### src/rtl/clkgen_multi.sv
// clkgen_multi: N-channel programmable integer clock divider / phase generator.
// Everything runs on refclk. Each channel owns a counter that runs 0..div-1 and
// produces a registered divided clock (high for ceil(div/2) counts), a
// one-cycle enable at count 0, and a shared channel reset derived from lock.
// A single config write port reprograms one channel at a time; the new
// divide/phase is held in a shadow and applied only at that channel's period
// boundary, so no runt pulses appear on clk_out.
//
// Ports:
//   refclk            system clock, rising edge
//   reset             synchronous, active-high
//   cfg_we            config write strobe
//   cfg_ch            target channel of the write
//   cfg_div/cfg_phase new divide value / phase offset (refclk cycles)
//   cfg_busy          a write is waiting for its period boundary
//   cfg_err           one-cycle pulse after a rejected write
//   clk_out[NUM_CH]   registered divided clocks
//   clk_en[NUM_CH]    one pulse per output period
//   rst_out[NUM_CH]   high while not locked
//   locked            all channels stable for LOCK_CYCLES cycles

// Per-channel divider. The enable/clock outputs are registered from the
// next-state count so they line up with the cycle in which cnt holds that value.
module clkgen_ch #(
  parameter int DIV_W = 8
) (
  input  logic             refclk,
  input  logic             reset,
  input  logic [DIV_W-1:0] init_div_i,
  input  logic [DIV_W-1:0] init_phase_i,
  input  logic             apply_i,
  input  logic [DIV_W-1:0] new_div_i,
  input  logic [DIV_W-1:0] new_phase_i,
  output logic             wrap_o,
  output logic             clk_out_o,
  output logic             clk_en_o
);

  logic [DIV_W-1:0] div_q, div_d;
  logic [DIV_W-1:0] cnt_q, cnt_d;
  logic             run_q;
  logic             out_q, out_d;
  logic             en_q, en_d;
  logic [DIV_W:0]   half;

  // Phase is clamped to div-1; a nonzero phase p preloads div-p so the
  // first enable lands p cycles after the load cycle.
  function automatic logic [DIV_W-1:0] load_val(input logic [DIV_W-1:0] d,
                                                input logic [DIV_W-1:0] p);
    logic [DIV_W-1:0] pc;
    pc = (p >= d) ? d - DIV_W'(1) : p;
    return (pc == '0) ? '0 : d - pc;
  endfunction

  assign wrap_o = (cnt_q >= div_q - DIV_W'(1));

  always_comb begin
    div_d = div_q;
    cnt_d = cnt_q;
    if (!run_q) begin
      // first cycle out of reset: publish the preloaded count unchanged
      cnt_d = cnt_q;
    end else if (apply_i) begin
      div_d = new_div_i;
      cnt_d = load_val(new_div_i, new_phase_i);
    end else if (wrap_o) begin
      cnt_d = '0;
    end else begin
      cnt_d = cnt_q + DIV_W'(1);
    end
    half  = ({1'b0, div_d} + {{DIV_W{1'b0}}, 1'b1}) >> 1;
    out_d = ({1'b0, cnt_d} < half);
    en_d  = (cnt_d == '0);
  end

  always_ff @(posedge refclk) begin
    if (reset) begin
      div_q <= init_div_i;
      cnt_q <= load_val(init_div_i, init_phase_i);
      run_q <= 1'b0;
      out_q <= 1'b0;
      en_q  <= 1'b0;
    end else begin
      div_q <= div_d;
      cnt_q <= cnt_d;
      run_q <= 1'b1;
      out_q <= out_d;
      en_q  <= en_d;
    end
  end

  assign clk_out_o = out_q;
  assign clk_en_o  = en_q;

endmodule

module clkgen_multi #(
  parameter int                        NUM_CH      = 2,
  parameter int                        DIV_W       = 8,
  parameter logic [NUM_CH*DIV_W-1:0]   DIV_INIT    = {8'd42, 8'd40},
  parameter logic [NUM_CH*DIV_W-1:0]   PHASE_INIT  = {8'd0, 8'd0},
  parameter int                        LOCK_CYCLES = 16,
  localparam int                       CH_W        = (NUM_CH > 1) ? $clog2(NUM_CH) : 1
) (
  input  logic              refclk,
  input  logic              reset,
  input  logic              cfg_we,
  input  logic [CH_W-1:0]   cfg_ch,
  input  logic [DIV_W-1:0]  cfg_div,
  input  logic [DIV_W-1:0]  cfg_phase,
  output logic              cfg_busy,
  output logic              cfg_err,
  output logic [NUM_CH-1:0] clk_out,
  output logic [NUM_CH-1:0] clk_en,
  output logic [NUM_CH-1:0] rst_out,
  output logic              locked
);

  localparam int LCW = $clog2(LOCK_CYCLES + 1);

  logic              busy_q, busy_d;
  logic              err_q, err_d;
  logic              locked_q, locked_d;
  logic [NUM_CH-1:0] rst_q, rst_d;
  logic [LCW-1:0]    lcnt_q, lcnt_d;
  logic [CH_W-1:0]   sh_ch_q;
  logic [DIV_W-1:0]  sh_div_q, sh_phase_q;

  logic [NUM_CH-1:0] wrap, apply;
  logic              ch_ok, accept, apply_any;

  clkgen_ch #(.DIV_W(DIV_W)) u_ch [NUM_CH-1:0] (
    .refclk       (refclk),
    .reset        (reset),
    .init_div_i   (DIV_INIT),
    .init_phase_i (PHASE_INIT),
    .apply_i      (apply),
    .new_div_i    (sh_div_q),
    .new_phase_i  (sh_phase_q),
    .wrap_o       (wrap),
    .clk_out_o    (clk_out),
    .clk_en_o     (clk_en)
  );

  // Only the shadow's target channel applies, on its own last count; other
  // channels wrapping in the same cycle are untouched.
  always_comb begin
    apply = '0;
    for (int i = 0; i < NUM_CH; i++)
      apply[i] = busy_q && (sh_ch_q == CH_W'(i)) && wrap[i];
  end

  assign apply_any = |apply;
  assign ch_ok     = ({1'b0, cfg_ch} < (CH_W+1)'(NUM_CH));
  assign accept    = cfg_we && !busy_q && (cfg_div != '0) && ch_ok;

  always_comb begin
    err_d  = cfg_we && !accept;
    busy_d = busy_q;
    if (accept)         busy_d = 1'b1;
    else if (apply_any) busy_d = 1'b0;

    // Lock count restarts on accept/apply, idles while a write is pending,
    // and saturates at LOCK_CYCLES.
    lcnt_d = lcnt_q;
    if (accept || apply_any)
      lcnt_d = '0;
    else if (!busy_q && (lcnt_q != LCW'(LOCK_CYCLES)))
      lcnt_d = lcnt_q + LCW'(1);

    locked_d = (lcnt_d == LCW'(LOCK_CYCLES)) && !busy_d;
    rst_d    = {NUM_CH{~locked_d}};
  end

  always_ff @(posedge refclk) begin
    if (reset) begin
      busy_q     <= 1'b0;
      err_q      <= 1'b0;
      locked_q   <= 1'b0;
      rst_q      <= '1;
      lcnt_q     <= '0;
      sh_ch_q    <= '0;
      sh_div_q   <= '0;
      sh_phase_q <= '0;
    end else begin
      busy_q   <= busy_d;
      err_q    <= err_d;
      locked_q <= locked_d;
      rst_q    <= rst_d;
      lcnt_q   <= lcnt_d;
      if (accept) begin
        sh_ch_q    <= cfg_ch;
        sh_div_q   <= cfg_div;
        sh_phase_q <= cfg_phase;
      end
    end
  end

  assign cfg_busy = busy_q;
  assign cfg_err  = err_q;
  assign locked   = locked_q;
  assign rst_out  = rst_q;

endmodule

### config.mk
export PLATFORM = sky130hd
export DESIGN_NAME = clkgen_multi
export DESIGN_NICKNAME = d
export VERILOG_FILES = /design/src/rtl/clkgen_multi.sv
export SDC_FILE = /design/constraint.sdc
export NUM_CORES = 1
export LEC_CHECK = 0
export CAP_MARGIN = 20
export CORE_ASPECT_RATIO = 1.75
export CORE_MARGIN = 2
export CORE_UTILIZATION = 40
export CTS_CLUSTER_DIAMETER = 80
export DETAILED_ROUTE_END_ITERATION = 8
export GPL_TIMING_DRIVEN = 1
export MAX_ROUTING_LAYER = met4
export PLACE_DENSITY = 0.55
export SKIP_LAST_GASP = 1
export SYNTH_ARGS = -nofsm -noshare
export SYNTH_HDL_FRONTEND = slang
export SYNTH_SLANG_ARGS = --single-unit
### constraint.sdc
create_clock -name refclk -period 6.1 [get_ports refclk]
set_input_delay 1.22 -clock refclk [delete_from_list [all_inputs] [get_ports refclk]]
set_output_delay 1.22 -clock refclk [all_outputs]
set_load 0.05 [all_outputs]
==> flow_summary.json, run 1 <==
{
  "synth_warnings": 0,
  "cts_root_buf": "clkbuf_16",
  "drt-initial-drc-count": 170,
  "p_leak_nw": 2.37,
  "cts_tree": "done",
  "crit_arrival_ns": 5.64,
  "hold_buffers": 0,
  "grt_max_degree": 42,
  "synth_nets": 694,
  "wl_mm": 14.3,
  "ys.flop_type": "dfxtp_1",
  "syn_inst": 620,
  "cp-start-kind": "register",
  "postLayoutCellArea_sq_mm": 0.00563,
  "stdcell_count": 811,
  "fp.dieH_um": 151,
  "grt_most_used_layer": "met2",
  "synth_edf_count": 0,
  "antenna_found_initial": 0,
  "p_int_uw": 846,
  "wl_per_cell_um": 17.7,
  "nFillCells": 1215,
  "grt_first_pass_wirelength_mm": 23.5,
  "ys_ff_latch": 63,
  "cts_max_path_buffers": 2,
  "finalHoldViolCount": 0,
  "grt_usage": 0.237,
  "multi_input_area_sq_mm": 0.00341,
  "std_cell_rows": 53,
  "hp-class": "reg -> reg",
  "vias_per_cell": 5.61,
  "gp_congestion": 0.926,
  "switching_power_uw": 467,
  "cellPowerDensity_mw_per_mm2": 233,
  "cts_buffers": 9,
  "die_x_um": 87.9,
  "p_sw_frac": 0.356,
  "drc": 0,
  "setup_violations": 0,
  "drive_gt1_frac": 0.0697,
  "clock_latency_ns": 0.33,
  "use_met1": 0.245,
  "grt_setup_unrepaired": "no",
  "finalNetCount": 715,
  "post-cts-setup-buffer-count": 0,
  "tightest_slew_ns": 0.983,
  "postSynthAreaPerCell_sq_um": 7.95,
  "grt_pass1_vias": 4630,
  "irDropWorstVdd_uv": 177,
  "gr-usage-met3": 0.0256,
  "dieArea_sq_mm": 0.0133,
  "power_frac_seq": 0.343,
  "async_flop_share": 0,
  "pwr-share-comb": 0.276,
  "crit_fanout": 14,
  "clock-sinks": 63,
  "clk_pin_slew_ns": 0.06,
  "outcome": "finished clean",
  "diodes": 0,
  "crit_path_end_kind": "register",
  "fin_crit_ns": 5.36,
  "fin_crit_sh": 0.879,
  "io_buffers": 28,
  "dp_hpwl_mm": 11.4,
  "area.sequential_sq_mm": 0.00126,
  "cts_resized": 0,
  "htreeDepth": 3,
  "grt-ovfl-total": 0,
  "ant_nets": 0,
  "coreArea_sq_mm": 0.0120,
  "ys_seq_area_frac": 0.256,
  "finalSetupTns_ns": 0,
  "synth.cell_area_sq_mm": 0.00493,
  "io-pin-count": 29,
  "placedCellCount": 795,
  "place_area_sq_mm": 0.00534,
  "slew_headroom": 0.339,
  "syn_to_final_growth_pct": 14.3,
  "clock.fmax_ghz": 0.187,
  "fin_util": 0.469,
  "clockPowerShare": 0.381,
  "synth_cell_types": 64,
  "vias": 4550,
  "firstDrtPassIters": 4,
  "critPathKind": "reg -> reg",
  "maxCapViolCount": 0,
  "slew_viol_final": 0,
  "use_met2": 0.427,
  "fin_skew_ns": 0.00443,
  "required_ns": 6.38,
  "start_util": 0.411
}
==> logic make-up (layout without fill, tap and decap cells) <==
family | count (synthesis) | after routing | synth area share
flip-flops | 63 | 63 | 0.256
buffers and inverters | 59 | 85 | 0.0523
XOR/XNOR | 39 | 39 | 0.0693
adder cells (fa/ha/maj) | 54 | 54 | 0.139
multiplexers | 19 | 19 | 0.0391
AND/OR/NAND/NOR | 253 | 253 | 0.259
AO/OA/AOI/OAI | 133 | 133 | 0.186
==> stage by stage <==
step	setup slack, ns	total power [mW]	hold slack (ns)
after detailed placement	0.817	0.820	0.574
after floorplan	1.37	0.703	0.511
after CTS	0.788	1.32	0.588
final	0.739	1.31	0.586
after global placement	1.05	0.819	0.551
after global routing	0.0627	1.38	0.616
==> power groups by stage <==
stage / clock, mW / sequential [mW] / combinational, mW
2_1_floorplan: 0 / 0.451 / 0.252
3_3_place_gp: 0 / 0.459 / 0.361
3_5_place_dp: 0 / 0.459 / 0.361
4_1_cts: 0.511 / 0.450 / 0.363
5_1_grt: 0.526 / 0.452 / 0.397
6_report: 0.500 / 0.450 / 0.362
==> registers in the layout (all words and copies together) (netlist names) <==
name,flops
u_ch.cnt_q,16
u_ch.div_q,16
sh_div_q,8
sh_phase_q,8
lcnt_q,5
u_ch.clk_en_o,2
u_ch.clk_out_o,2
cfg_busy,1
cfg_err,1
locked,1
rst_out,1
sh_ch_q,1
u_ch.run_q,1
==> worst paths after layout <==
kind | start | end | slack [ns] | depth (start not counted)
max | sh_div_q[3] | u_ch[1].clk_out_o | 0.74 | 21
min | lcnt_q[3] | lcnt_q[3] | 0.59 | 2
max reg2reg | sh_div_q[3] | u_ch[1].clk_out_o | 0.74 | 21
min reg2reg | lcnt_q[3] | lcnt_q[3] | 0.59 | 2
==> per-layer routing <==
layer,vias up,share of wire
met2,80,0.54
met3,47,0.022
li1,2251,-
met5,-,0
met4,0,0.051
met1,2172,0.39
==> synthesized netlist by cell type (3+ instances only) <==
master / count / area [sq um]
nor2_1: 90 / 338
dfxtp_1: 63 / 1260
ha_1: 53 / 663
nand2_1: 44 / 165
a21oi_1: 40 / 200
inv_1: 32 / 120
o21ai_0: 27 / 135
xnor2_1: 24 / 210
nand3_1: 21 / 105
mux2i_1: 17 / 170
and2_1: 15 / 93.8
xor2_1: 15 / 131
and3_1: 14 / 87.6
clkbuf_1: 13 / 48.8
nand4_1: 12 / 75.1
nor3_1: 10 / 50.1
nand2b_1: 9 / 56.3
nor2b_1: 8 / 50.1
nor4_1: 8 / 50.1
buf_4: 7 / 52.6
a21o_1: 6 / 45.0
a221oi_2: 6 / 90.1
nor3b_1: 6 / 45.0
a211oi_1: 5 / 37.5
a31oi_1: 5 / 31.3
o211ai_1: 5 / 37.5
a221o_1: 4 / 40.0
o21a_1: 4 / 30.0
a211o_1: 3 / 26.3
a221oi_1: 3 / 26.3
buf_1: 3 / 11.3
o31ai_1: 3 / 22.5
or3_1: 3 / 18.8
==> cell type report <==
type | count | area share
repair buffers | 36 | 0.0604
clock buffers | 9 | 0.0400
inverters | 33 | 0.0220
well taps | 165 | 0.0367
clock inverters | 7 | 0.0111
multi-input cells | 498 | 0.606
flip-flops and latches | 63 | 0.224
==> worst max-delay path: stages (launching register included) <==
cell and delay [ns]:
dfxtp_1 0.57, inv_1 0.20, ha_1 0.33, o21a_1 0.15, o21ai_2 0.08, o21ai_2 0.25, nand2_1 0.30, o21ai_0 0.26
ha_1 0.18, inv_1 0.06, fa_1 0.49, nor2b_1 0.20, a21oi_1 0.19, a31oi_1 0.10, a21boi_0 0.23, xnor2_1 0.12
a221oi_1 0.45, inv_1 0.10, ha_1 0.35, a21o_1 0.19, a211oi_1 0.31, o211a_1 0.20
==> placed cells by master (no fill, tap or decap), types with 9 or more instances in the layout <==
cell,instances
clkbuf_16,9
and2_1,15
nand4_1,12
nand2_1,44
nand3_1,21
ha_1,53
mux2i_1,17
nand2b_1,9
xor2_1,15
clkdlybuf4s50_1,28
inv_1,32
o21ai_0,27
and3_1,14
nor2_1,90
xnor2_1,24
nor3_1,10
a21oi_1,39
dfxtp_1,63
Note: power is estimated with default switching activity, not from simulation.
==> run 2: changes to the inputs <==
Settings changed: CTS_CLUSTER_SIZE set to 40.
==> results of run 2 <==
The final DEF is identical to that of run 1; final timing and power are the same.
==> run 3: changes to the inputs <==
Settings changed: GPL_TIMING_DRIVEN 1 to 0, PLACE_DENSITY 0.55 to 0.57.
Clock period 6.1 ns to 4.5 ns, I/O delays scaled along.
==> run 3 against run 2 <==
Net effect:
- count of clock-buffer cells in the layout unchanged
- largest power group unchanged
- critical endpoint unchanged
- total power up 60%
- die area unchanged
- critical path depth up 3
- non-clock buffer count up 59
- wire length up 9.0%
- flip-flop and latch count unchanged
- final cell count up 7.3%
- final area up 14%
==> flow_summary.json, run 3 (synthesized netlist as in run 1, its figures left out) <==
{
  "crit_arrival_ns": 4.70,
  "dieArea_sq_mm": 0.0133,
  "drc": 0,
  "clock-sinks": 63,
  "fin_ws_ns": 0.0331,
  "finalNetCount": 774,
  "cts_buffers": 9,
  "grt_first_pass_wirelength_mm": 24.1,
  "cp-start-kind": "register",
  "multi_input_area_sq_mm": 0.00370,
  "fin_skew_ns": 0.00688,
  "grt_max_degree": 14,
  "critPathKind": "reg -> reg",
  "cts_root_buf": "clkbuf_16",
  "dp_hpwl_mm": 11.7,
  "grt_pass1_vias": 4751,
  "io-pin-count": 29,
  "firstDrtPassIters": 4,
  "grt_usage": 0.246,
  "fin_util": 0.536,
  "fin_crit_sh": 0.993,
  "min_to": "sh_phase_q[4]",
  "rr_worst_depth": 24,
  "clock.fmax_ghz": 0.224,
  "drt-initial-drc-count": 282,
  "worstHoldPathCells": 2,
  "reg.largest.list": "u_ch.cnt_q x16, u_ch.div_q x16",
  "finalHoldViolCount": 0,
  "layout_common_cells": "nor2_1, dfxtp_1, buf_4, ha_1, nand2_1",
  "slew_viol_final": 0,
  "nFillCells": 1121,
  "cts_max_path_buffers": 2,
  "crit_fanout": 7,
  "drive_gt1_frac": 0.216,
  "hp-class": "reg -> reg",
  "fin_total_pwr_mw": 2.10,
  "ant_nets": 0,
  "cts_tree": "done",
  "tightest_slew_ns": 0.808,
  "r2r_setup_slack_ns": 0.03,
  "maxCapViolCount": 0,
  "die_x_um": 87.9,
  "htreeDepth": 3,
  "coreArea_sq_mm": 0.0120,
  "slew_headroom": 0.461,
  "gp_congestion": 0.922,
  "p_leak_nw": 2.68,
  "io_buffers": 28,
  "hold_slack_ns": 0.581,
  "start_util": 0.411,
  "irDropWorstVdd_uv": 196,
  "crit_path_end_kind": "register",
  "cellPowerDensity_mw_per_mm2": 326,
  "place_ws_ns": -0.906,
  "setup_violations": 0,
  "clock_latency_ns": 0.34,
  "wl_per_cell_um": 17.9,
  "vias": 4865,
  "r2r-end": "u_ch[1].clk_out_o",
  "r2r_start": "sh_div_q[2]",
  "antenna_found_initial": 0,
  "min-delay-start": "sh_phase_q[4]",
  "final_common_cell": "nor2_1",
  "fin_crit_ns": 4.47,
  "fp.dieH_um": 151,
  "clk_pin_slew_ns": 0.06,
  "grt_setup_unrepaired": "yes",
  "required_ns": 4.73,
  "diodes": 0,
  "grt-ovfl-total": 0,
  "outcome": "finished clean",
  "syn_to_final_growth_pct": 30.6,
  "area.sequential_sq_mm": 0.00128,
  "std_cell_rows": 53,
  "wl_mm": 15.6,
  "vias_per_cell": 5.59
}
run 3: cell types whose count changed in the layout (fill, tap and decap cells not counted), moves of 5 or more:
cell / before / now
a21oi_1: 39 / 34
ha_4: 0 / 6
clkbuf_1: 0 / 10
a21oi_2: 1 / 6
inv_1: 32 / 25
clkinvlp_4: 1 / 6
dfxtp_1: 63 / 56
buf_4: 8 / 51
ha_1: 53 / 43
dfxtp_4: 0 / 5
run 3: how the worst max path moves through the flow:
| stage | endpoint | slack (ns) | cells past startpoint | startpoint |
|---|---|---|---|---|
| floorplan | u_ch[1].clk_out_o | 0.06 | 23 | sh_div_q[2] |
| global placement | u_ch[1].clk_out_o | -0.95 | 23 | sh_div_q[2] |
| detailed placement | u_ch[1].clk_out_o | -0.91 | 22 | sh_div_q[5] |
| CTS | u_ch[1].clk_out_o | 0.003 | 22 | sh_div_q[5] |
| global route | u_ch[1].clk_out_o | -0.11 | 23 | sh_div_q[2] |
| finish | u_ch[1].clk_out_o | 0.03 | 24 | sh_div_q[2] |
run 3: area by class of cell:
| class | instances | area share |
|---|---|---|
| Sequential cell | 63 | 0.199 |
| Inverter | 33 | 0.0227 |
| Timing Repair Buffer | 71 | 0.0937 |
| Clock inverter | 7 | 0.0161 |
| Buffer | 24 | 0.0253 |
| Multi-Input combinational cell | 498 | 0.576 |
| Tap cell | 165 | 0.0321 |
| Clock buffer | 9 | 0.0350 |
run 3: routing by layer:
metal  vias to the layer above  GRT usage  part of all wire
met3                        49     0.0305             0.030
met5                         -          -                 0
met4                         0      0.155             0.065
met1                      2315      0.240              0.36
li1                       2376          -                 -
met2                       125      0.448              0.54
run 3: timing repair:
action | 4_1_cts | 5_1_grt
pin swaps | 14 | 31
buffers inserted | 20 | 23
resized for setup | 48 | 39
hold buffers | 0 | 0
gates cloned | 0 | 0
endpoints found under the setup margin | 10 | 2
run 3: worst max-delay path, cell delays in order, from the launching register on:
cell        delay (ns)
dfxtp_4           0.36
buf_12            0.11
clkinvlp_4        0.11
ha_4              0.25
o21a_1            0.20
o21ai_2           0.19
o21ai_4           0.09
nand2_2           0.09
buf_8             0.13
nand2_2           0.06
o21ai_2           0.06
ha_2              0.19
inv_2             0.04
fa_2              0.44
nor2b_4           0.16
a21oi_2           0.20
buf_4             0.14
buf_4             0.10
nand3_2           0.09
a31oi_4           0.19
xnor2_2           0.16
a221o_1           0.41
ha_1              0.31
nand4_1           0.09
o211a_1           0.21
run 3: through the flow:
stage	std cells	area [sq um]	TNS (ns)
final	870	6430	0
after floorplan	620	4940	0
after detailed placement	813	5430	-2.58
after CTS	849	6090	0
after global placement	813	5430	-2.79
after global routing	870	6430	-0.159
run 3: where the power goes:
| group | switching (mW) | total [mW] | internal, mW |
|---|---|---|---|
| Clock | 0.284 | 0.777 | 0.492 |
| Combinational | 0.408 | 0.718 | 0.310 |
| Sequential | 0.0263 | 0.603 | 0.577 |
